$ cat src/rtl/periph_bus.sv
// periph_bus: single-cycle memory-mapped peripherals in the 0x4000_00xx window.
// Holds an auto-reload timer with level interrupt, an LED register, a
// two-flop synchronized switch input and an 8N1 UART transmitter.
module periph_bus #(
  parameter int BAUD_DIV = 434
) (
  input  logic        clk,
  input  logic        reset,
  input  logic        rd,
  input  logic        wr,
  input  logic [31:0] addr,
  input  logic [31:0] wdata,
  output logic [31:0] rdata,
  input  logic [7:0]  switch_in,
  output logic [7:0]  led,
  output logic        txd,
  output logic        irqout
);

  // Word addresses (byte address >> 2)
  localparam logic [29:0] W_TH   = 30'h1000_0000;
  localparam logic [29:0] W_TL   = 30'h1000_0001;
  localparam logic [29:0] W_TCON = 30'h1000_0002;
  localparam logic [29:0] W_LED  = 30'h1000_0003;
  localparam logic [29:0] W_SW   = 30'h1000_0004;
  localparam logic [29:0] W_TXD  = 30'h1000_0006;
  localparam logic [29:0] W_UCON = 30'h1000_0008;

  localparam logic [15:0] DIV_LAST = 16'(BAUD_DIV - 1);

  typedef enum logic [1:0] {S_IDLE, S_START, S_DATA, S_STOP} uart_state_t;

  logic [31:0] r_th, r_tl;
  logic [2:0]  r_tcon;
  logic [7:0]  r_led, r_sw0, r_sw1;
  uart_state_t r_state;
  logic [15:0] r_div;
  logic [2:0]  r_bitcnt;
  logic [7:0]  r_shift;
  logic        r_txd, r_done;

  logic [29:0] w_word;
  logic        w_wrap, w_busy, w_tick, w_wr_txd;

  assign w_word   = addr[31:2];
  assign w_wrap   = r_tcon[0] && (r_tl == 32'hFFFF_FFFF);
  assign w_busy   = (r_state != S_IDLE);
  assign w_tick   = (r_div == DIV_LAST);
  // Writes to UART_TXD only count while idle; a busy transmitter drops them.
  assign w_wr_txd = wr && (w_word == W_TXD) && !w_busy;

  assign led    = r_led;
  assign txd    = r_txd;
  assign irqout = r_tcon[1] & r_tcon[2];

  // Timer, LED and control registers; CPU writes win over the count, but a
  // wrap in the same cycle still latches the interrupt status bit.
  always_ff @(posedge clk or negedge reset) begin
    if (!reset) begin
      r_th   <= '0;
      r_tl   <= '0;
      r_tcon <= '0;
      r_led  <= '0;
    end else begin
      if (wr && w_word == W_TH) r_th <= wdata;
      if (wr && w_word == W_TL)  r_tl <= wdata;
      else if (r_tcon[0])        r_tl <= w_wrap ? r_th : r_tl + 32'd1;
      if (wr && w_word == W_TCON) r_tcon <= wdata[2:0];
      if (w_wrap && r_tcon[1])    r_tcon[2] <= 1'b1;
      if (wr && w_word == W_LED)  r_led <= wdata[7:0];
    end
  end

  // Two-flop synchronizer for the asynchronous board switches.
  always_ff @(posedge clk or negedge reset) begin
    if (!reset) begin
      r_sw0 <= '0;
      r_sw1 <= '0;
    end else begin
      r_sw0 <= switch_in;
      r_sw1 <= r_sw0;
    end
  end

  // UART transmit FSM; every state lasts BAUD_DIV cycles, txd is registered.
  always_ff @(posedge clk or negedge reset) begin
    if (!reset) begin
      r_state  <= S_IDLE;
      r_div    <= '0;
      r_bitcnt <= '0;
      r_shift  <= '0;
      r_txd    <= 1'b1;
      r_done   <= 1'b0;
    end else begin
      // Write-1-to-clear first so a same-cycle completion leaves done set.
      if (wr && w_word == W_UCON && wdata[1]) r_done <= 1'b0;
      if (r_state == S_IDLE || w_tick) r_div <= '0;
      else                             r_div <= r_div + 16'd1;
      case (r_state)
        S_IDLE: begin
          r_txd <= 1'b1;
          if (w_wr_txd) begin
            r_shift <= wdata[7:0];
            r_txd   <= 1'b0;
            r_state <= S_START;
          end
        end
        S_START: if (w_tick) begin
          r_state  <= S_DATA;
          r_bitcnt <= '0;
          r_txd    <= r_shift[0];
        end
        S_DATA: if (w_tick) begin
          if (r_bitcnt == 3'd7) begin
            r_state <= S_STOP;
            r_txd   <= 1'b1;
          end else begin
            r_bitcnt <= r_bitcnt + 3'd1;
            r_shift  <= r_shift >> 1;
            r_txd    <= r_shift[1];
          end
        end
        S_STOP: if (w_tick) begin
          r_state <= S_IDLE;
          r_done  <= 1'b1;
        end
        default: r_state <= S_IDLE;
      endcase
    end
  end

  // Combinational read mux; idle bus and unmapped words read zero.
  always_comb begin
    rdata = '0;
    if (rd) begin
      case (w_word)
        W_TH:    rdata = r_th;
        W_TL:    rdata = r_tl;
        W_TCON:  rdata = {29'd0, r_tcon};
        W_LED:   rdata = {24'd0, r_led};
        W_SW:    rdata = {24'd0, r_sw1};
        W_UCON:  rdata = {30'd0, r_done, w_busy};
        default: rdata = '0;
      endcase
    end
  end

endmodule

$ cat config.mk
export PLATFORM = sky130hd
export DESIGN_NAME = periph_bus
export DESIGN_NICKNAME = d
export VERILOG_FILES = /design/src/rtl/periph_bus.sv
export SDC_FILE = /design/constraint.sdc
export NUM_CORES = 1
export LEC_CHECK = 0
export BUFFER_PORTS_ARGS = -buffer_cell sky130_fd_sc_hd__buf_4
export CORE_UTILIZATION = 33
export DETAILED_ROUTE_END_ITERATION = 10
export PLACE_DENSITY = 0.59
export SYNTH_ARGS = -nofsm -noshare
export SYNTH_HDL_FRONTEND = slang
export SYNTH_SLANG_ARGS = --single-unit
$ cat constraint.sdc
create_clock -name clk -period 3.5 [get_ports clk]
set_clock_uncertainty 0.15 [all_clocks]
set_input_delay 0.525 -clock clk [delete_from_list [all_inputs] [get_ports clk]]
set_output_delay 0.525 -clock clk [all_outputs]
set_load 0.03 [all_outputs]
==> results.md, run 1 <==
- Synth cell types: 63
- Fmax: 0.3234 GHz
- Internal: 0.002838 W
- Slowest CP cell: or2_4
- Clock share of power: 0.543
- First-pass GRT wire length: 29.73 mm
- Clk buf depth: 2
- Final setup viols: 0
- Initial antenna violation count: 0
- Hold EP: r_sw0[7]
- Status: finished clean
- RR Endpoint: r_tl[19]
- CP Class: input port to output port
- Final Hold Fails: 0
- Final Cycle Share: 0.8834
- Switching share of power: 0.2152
- Power density over cell area: 420.7 nW/um^2
- Fillers: 1923
- Worst skew pair latency: 0.42 ns
- Yosys top cell by area: dfrtp_1
- Worst Reg-to-Reg Cells: 6
- Post-DR wirelength/cell: 17.32 um
- Largest delay contributor family on the critical path: simple AND/OR/NAND/NOR gates
- Die X: 144.5 um
- Core area: 19650 sq um
- Worst path required time: 2.82 ns
- Register area share after synthesis: 0.4561
- Clk sinks: 122
- Post-synth ARST share: 1.000
- Layout overhead on the synthesized area: 28.38%
- Die area: 20870 sq um
- ANT cells: 0
- Crit path largest cell delay: 0.42 ns
- Max_cap viols: 0
- Max-slew violations: 0
- DP Worst Slack: 0.06654 ns
- Final worst slack: 0.4081 ns
- # Post-CTS Setup Buffers: 0
- Number of synthesized flops with an enable pin: 0
- List of most frequent post-synthesis cells: dfrtp_1, nor2_1, mux2_2
- Mean Syn Cell Area: 9.848 sq um
- Hold Path Class: input port to register
- Yosys Warn Count: 0
- Worst vdd ir: 0.2704 mV
- Min-delay src: switch_in[7]
- Final nets: 878
- Io pins: 118
- CP arrival: 2.42 ns
- Seq pwr share: 0.408
- Drt drc: 0
- TNS Setup: 0 ns
- Post-Syn Nets: 765
- Routed WL: 18.55 mm
- TritonCTS buffer count: 17
- Top_reg_cell synth: dfrtp_1
- Starting Density: 0.3407
- Mapped Area: 6696 sq um
- Hold path cells: 1
- Startpoint Class: input port
- Min Tclk post-route: 3.092 ns
- Clk slew on worst S/H paths: 0.06 ns
- IO buf count: 115
- DRT Pass-1 Iters: 4
- Leak: 3.784 nW
- # H-tree levels: 4
- Number of nets still failing antenna checks after routing: 0
- Die Y-Extent: 144.5 um
- Area contributors post-synth: dfrtp_1, mux2_2, nor2_1
- Slew headroom: 0.5811
- Sequential cell area: 3054 sq um
- Reg2reg start: r_tl[21]
- Via/cell ratio: 5.275
- # rows: 51
- Worst path buffer plus inverter count: 2
- Setup crit end kind: output port
- Gr ovfl total: 0
- Reg2Reg Setup Slack: 0.56 ns
- Vias in the first global route: 5481
- Post-Synthesis Cells: 680
- Vias: 5649
- Worst-margin pin slew: 0.6284 ns
- Most frequent cell after synthesis: dfrtp_1
- Maximum fanout along the worst path: 30
- Post-DP HPWL: 12.78 mm
- Initial drt markers: 459
- Clock root buffer: clkbuf_16
- RSZ-0062 raised after global routing: no
- Net Switching: 0.0007783 W
- Gr usage total: 0.1874
- Fraction of layout cells with a size suffix above 1: 0.2953
- CTS tree: yes
- RePlAce Congestion: 0.8147
- Critical path cell sequence: buf_4 -> nor4b_1 -> nand3_1 -> nor2_1 -> nand2_1 -> or2_4 -> nor2_1 -> buf_4
- Post-synth top area share: 0.4522
- Yosys reg bits: 122
- Logic pwr share: 0.049
- Area of the multi-input gates: 3428 sq um
- Largest net degree at the start of global routing: 94
[timing repair]
action	in CTS	in global routing
gates resized for setup	0	2
endpoints found under the hold margin	28	0
endpoints found under the setup margin	0	30
hold buffers	1	0
[worst max path at each step]
stage / from / to / slack, ns / cells past startpoint
global placement: addr[25] / rdata[5] / 0.11 / 8
floorplan: addr[25] / rdata[2] / 0.22 / 7
CTS: addr[25] / rdata[4] / 0.05 / 8
detailed placement: addr[25] / rdata[4] / 0.07 / 8
finish: addr[22] / rdata[4] / 0.41 / 8
global route: addr[22] / rdata[4] / 0.15 / 8
[flip-flops by register name, summed over array words and instances (netlist names), 2 cells and up]
register,count
led,8
r_bitcnt,3
r_div,16
r_shift,8
r_state,2
r_sw0,8
r_sw1,8
r_tcon,3
r_th,32
r_tl,32
[final cells by class]
| cell class | count | area share |
|---|---|---|
| clock buffers | 18 | 0.05108 |
| repair buffers | 137 | 0.1243 |
| multi-input cells | 500 | 0.3988 |
| inverters | 15 | 0.006549 |
| well taps | 265 | 0.03857 |
| clock inverters | 14 | 0.02547 |
| flip-flops and latches | 122 | 0.3553 |
[kinds of logic (layout without fill, tap and decap cells)]
logic type | after synthesis | after routing | share of synthesized area
adders and majority gates | 10 | 10 | 0.01831
buffers and inverters | 58 | 184 | 0.03587
AOI/OAI and AO/OA | 139 | 139 | 0.1398
and+or+nand+nor | 251 | 251 | 0.1882
xor gates and xnor gates | 24 | 24 | 0.03139
DFF | 122 | 122 | 0.4561
muxes | 76 | 76 | 0.1304
[cell usage in the layout, fill, tap and decap left out, types with 17 or more instances in the layout]
cell type	n
o21ai_0	22
a22oi_1	26
buf_4	133
nand2_1	43
a21oi_1	32
clkbuf_16	17
nor3_1	22
nor2_1	84
nand3_1	25
nand4_1	17
mux2_2	56
dfrtp_1	121
[power groups by stage]
stage	clock network (W)	registers, W	logic [W]
2_1_floorplan	0	0.00149	0.0000610
3_3_place_gp	0	0.00150	0.000179
3_5_place_dp	0	0.00150	0.000181
4_1_cts	0.00200	0.00147	0.000183
5_1_grt	0.00206	0.00148	0.000199
6_report	0.00196	0.00147	0.000178
[stage by stage]
step                hold WS [ns]  area (sq um)  instances  utilization  total power (W)
global route             0.04226          8597       1071       0.4374         0.003737
finish                   0.05799          8597       1071       0.4374         0.003617
floorplan                0.07941          6696        680            -         0.001553
CTS                      0.04601          8588       1071       0.4370         0.003652
detailed placement        0.1847          7920       1038       0.4030         0.001680
global placement          0.1839          7920       1038       0.4030         0.001676
[per-layer routing]
layer	global-route usage	up-vias	part of all wire	wire length (um)
li1	-	2704	-	-
met1	0.2614	2777	0.48	8873
met2	0.2854	143	0.45	8388
met3	0.03675	25	0.048	889
met4	0.07036	0	0.021	397
met5	0	-	0	0
(Power assumes the default switching activity.)
==> run 2: changes to the inputs <==
--- a/config.mk
+++ b/config.mk
@@ -9,2 +9,3 @@
 export CORE_UTILIZATION = 33
+export CTS_CLUSTER_DIAMETER = 40
 export DETAILED_ROUTE_END_ITERATION = 10
--- a/constraint.sdc
+++ b/constraint.sdc
@@ -4,2 +4,2 @@
 set_output_delay 0.525 -clock clk [all_outputs]
-set_load 0.03 [all_outputs]
+set_load 0.02 [all_outputs]
==> results.md, run 2 (same netlist as run 1, synthesis figures left out) <==
- Final Cycle Share: 0.9302
- ANT cells: 0
- Slew headroom: 0.5050
- Routed WL: 18.37 mm
- Status: finished clean
- Setup crit end kind: output port
- Post-DR wirelength/cell: 17.15 um
- Power density over cell area: 397.5 nW/um^2
- Startpoint Class: input port
- Reg2Reg Setup Slack: 0.60 ns
- Worst skew pair latency: 0.42 ns
- Vias in the first global route: 5383
- Final nets: 878
- Clock root buffer: clkbuf_16
- Clk slew on worst S/H paths: 0.05 ns
- TritonCTS buffer count: 17
- Gr ovfl total: 0
- Fraction of layout cells with a size suffix above 1: 0.2903
- Final Hold Fails: 0
- Gr usage total: 0.1839
- Commonest non-fill, non-tap cell in the layout: buf_4
- Dpl cell area: 7928 sq um
- Placed cells: 1039
- Io pins: 118
- Worst path required time: 2.82 ns
- Die area: 20870 sq um
- Worst-margin pin slew: 0.7425 ns
- RSZ-0062 raised after global routing: no
- Number of nets still failing antenna checks after routing: 0
- Reg2reg start: r_tl[21]
- Maximum fanout along the worst path: 30
- Worst vdd ir: 0.2550 mV
- IO buf count: 115
- Vias: 5692
- RePlAce Congestion: 0.8114
- Post-route design area: 8503 sq um
- # H-tree levels: 4
- Fmax: 0.3071 GHz
- First-pass GRT wire length: 29.00 mm
- Die Y-Extent: 144.5 um
- Most frequent cells in the layout: buf_4, dfrtp_1, nor2_1, mux2_2, nand2_1
- Min Hold Slack: 0.006108 ns
- Via/cell ratio: 5.315
- Max_cap viols: 0
- Hold Path Class: input port to asynchronous set/reset pin
- Initial antenna violation count: 0
- Drt drc: 0
- Die X: 144.5 um
- Min Tclk post-route: 3.256 ns
- DRT Pass-1 Iters: 5
- CP Class: input port to output port
- Leak: 3.749 nW
- Starting Density: 0.3407
- TNS Setup: 0 ns
- # Post-CTS Setup Buffers: 0
- Core area: 19650 sq um
- Clk sinks: 122
- Clk buf depth: 2
- Worst Reg-to-Reg Cells: 6
- RR Endpoint: r_tl[19]
- Largest net degree at the start of global routing: 55
- CTS tree: yes
- Layout overhead on the synthesized area: 26.98%
- Top Registers: r_th (32), r_tl (32), r_div (16)
- Initial drt markers: 427
- Final setup viols: 0
- Post-DP HPWL: 12.76 mm
- CP arrival: 2.58 ns
- Max-slew violations: 0
- # rows: 51
- Final cell count without fillers: 1071
==> run 2: changes by cell type in the layout (fill, tap and decap cells not counted), moves of 2 or more <==
cell,previous run,this run
inv_6,2,0
bufinv_16,5,3
clkinvlp_4,2,0
clkinv_2,2,7
clkinv_4,3,0
clkbuf_1,0,5
==> run 2: worst max-delay path, stage by stage <==
cell and delay (ns):
buf_4 0.11, nor4_2 0.37, nand3_1 0.15, nor2_1 0.25, nand2_1 0.15, or2_2 0.58, nor3_1 0.27, buf_4 0.17
==> run 2: how the worst max path moves through the flow <==
stage	slack [ns]	from	endpoint
floorplan	0.42	addr[25]	rdata[2]
global placement	0.13	addr[25]	rdata[5]
detailed placement	0.09	addr[25]	rdata[4]
CTS	0.08	addr[25]	rdata[5]
global route	0.03	addr[28]	rdata[5]
finish	0.24	addr[25]	rdata[2]
==> run 2: final cells by class <==
type                       instances  area, sq um
multi-input combinational        500         3426
timing repair buffer             137         1066
sequential                       122         3054
clock inverter                    10        125.1
tap                              265        331.6
inverter                          15        56.30
clock buffer                      22        444.2
fill                            1971        11150
==> run 2: report_power, final <==
| group | total, W | switching (W) | internal [W] |
|---|---|---|---|
| Combinational | 0.000177 | 0.0000805 | 0.0000967 |
| Clock | 0.00173 | 0.000619 | 0.00111 |
| Sequential | 0.00147 | 0.0000191 | 0.00146 |
==> run 2: routing by layer <==
metal  vias to the layer above  part of all wire  global-route usage
met5                         -                 0                   0
met4                         0             0.017             0.06981
met3                        26             0.054             0.03609
met2                       148              0.45              0.2824
met1                      2796              0.48              0.2544
li1                       2722                 -                   -
==> run 2: what timing repair did <==
| action | in CTS | in global routing |
|---|---|---|
| hold buffers | 0 | 0 |
| setup endpoints to repair | 0 | 30 |
| resized for setup | 0 | 1 |
==> run 2: per-stage QoR <==
step,utilization,setup WS (ns),power (W)
floorplan,-,0.4236,0.001553
global placement,0.4034,0.1285,0.001677
detailed placement,0.4034,0.08572,0.001680
CTS,0.4323,0.08148,0.003416
global route,0.4326,0.03095,0.003501
finish,0.4326,0.2442,0.003380
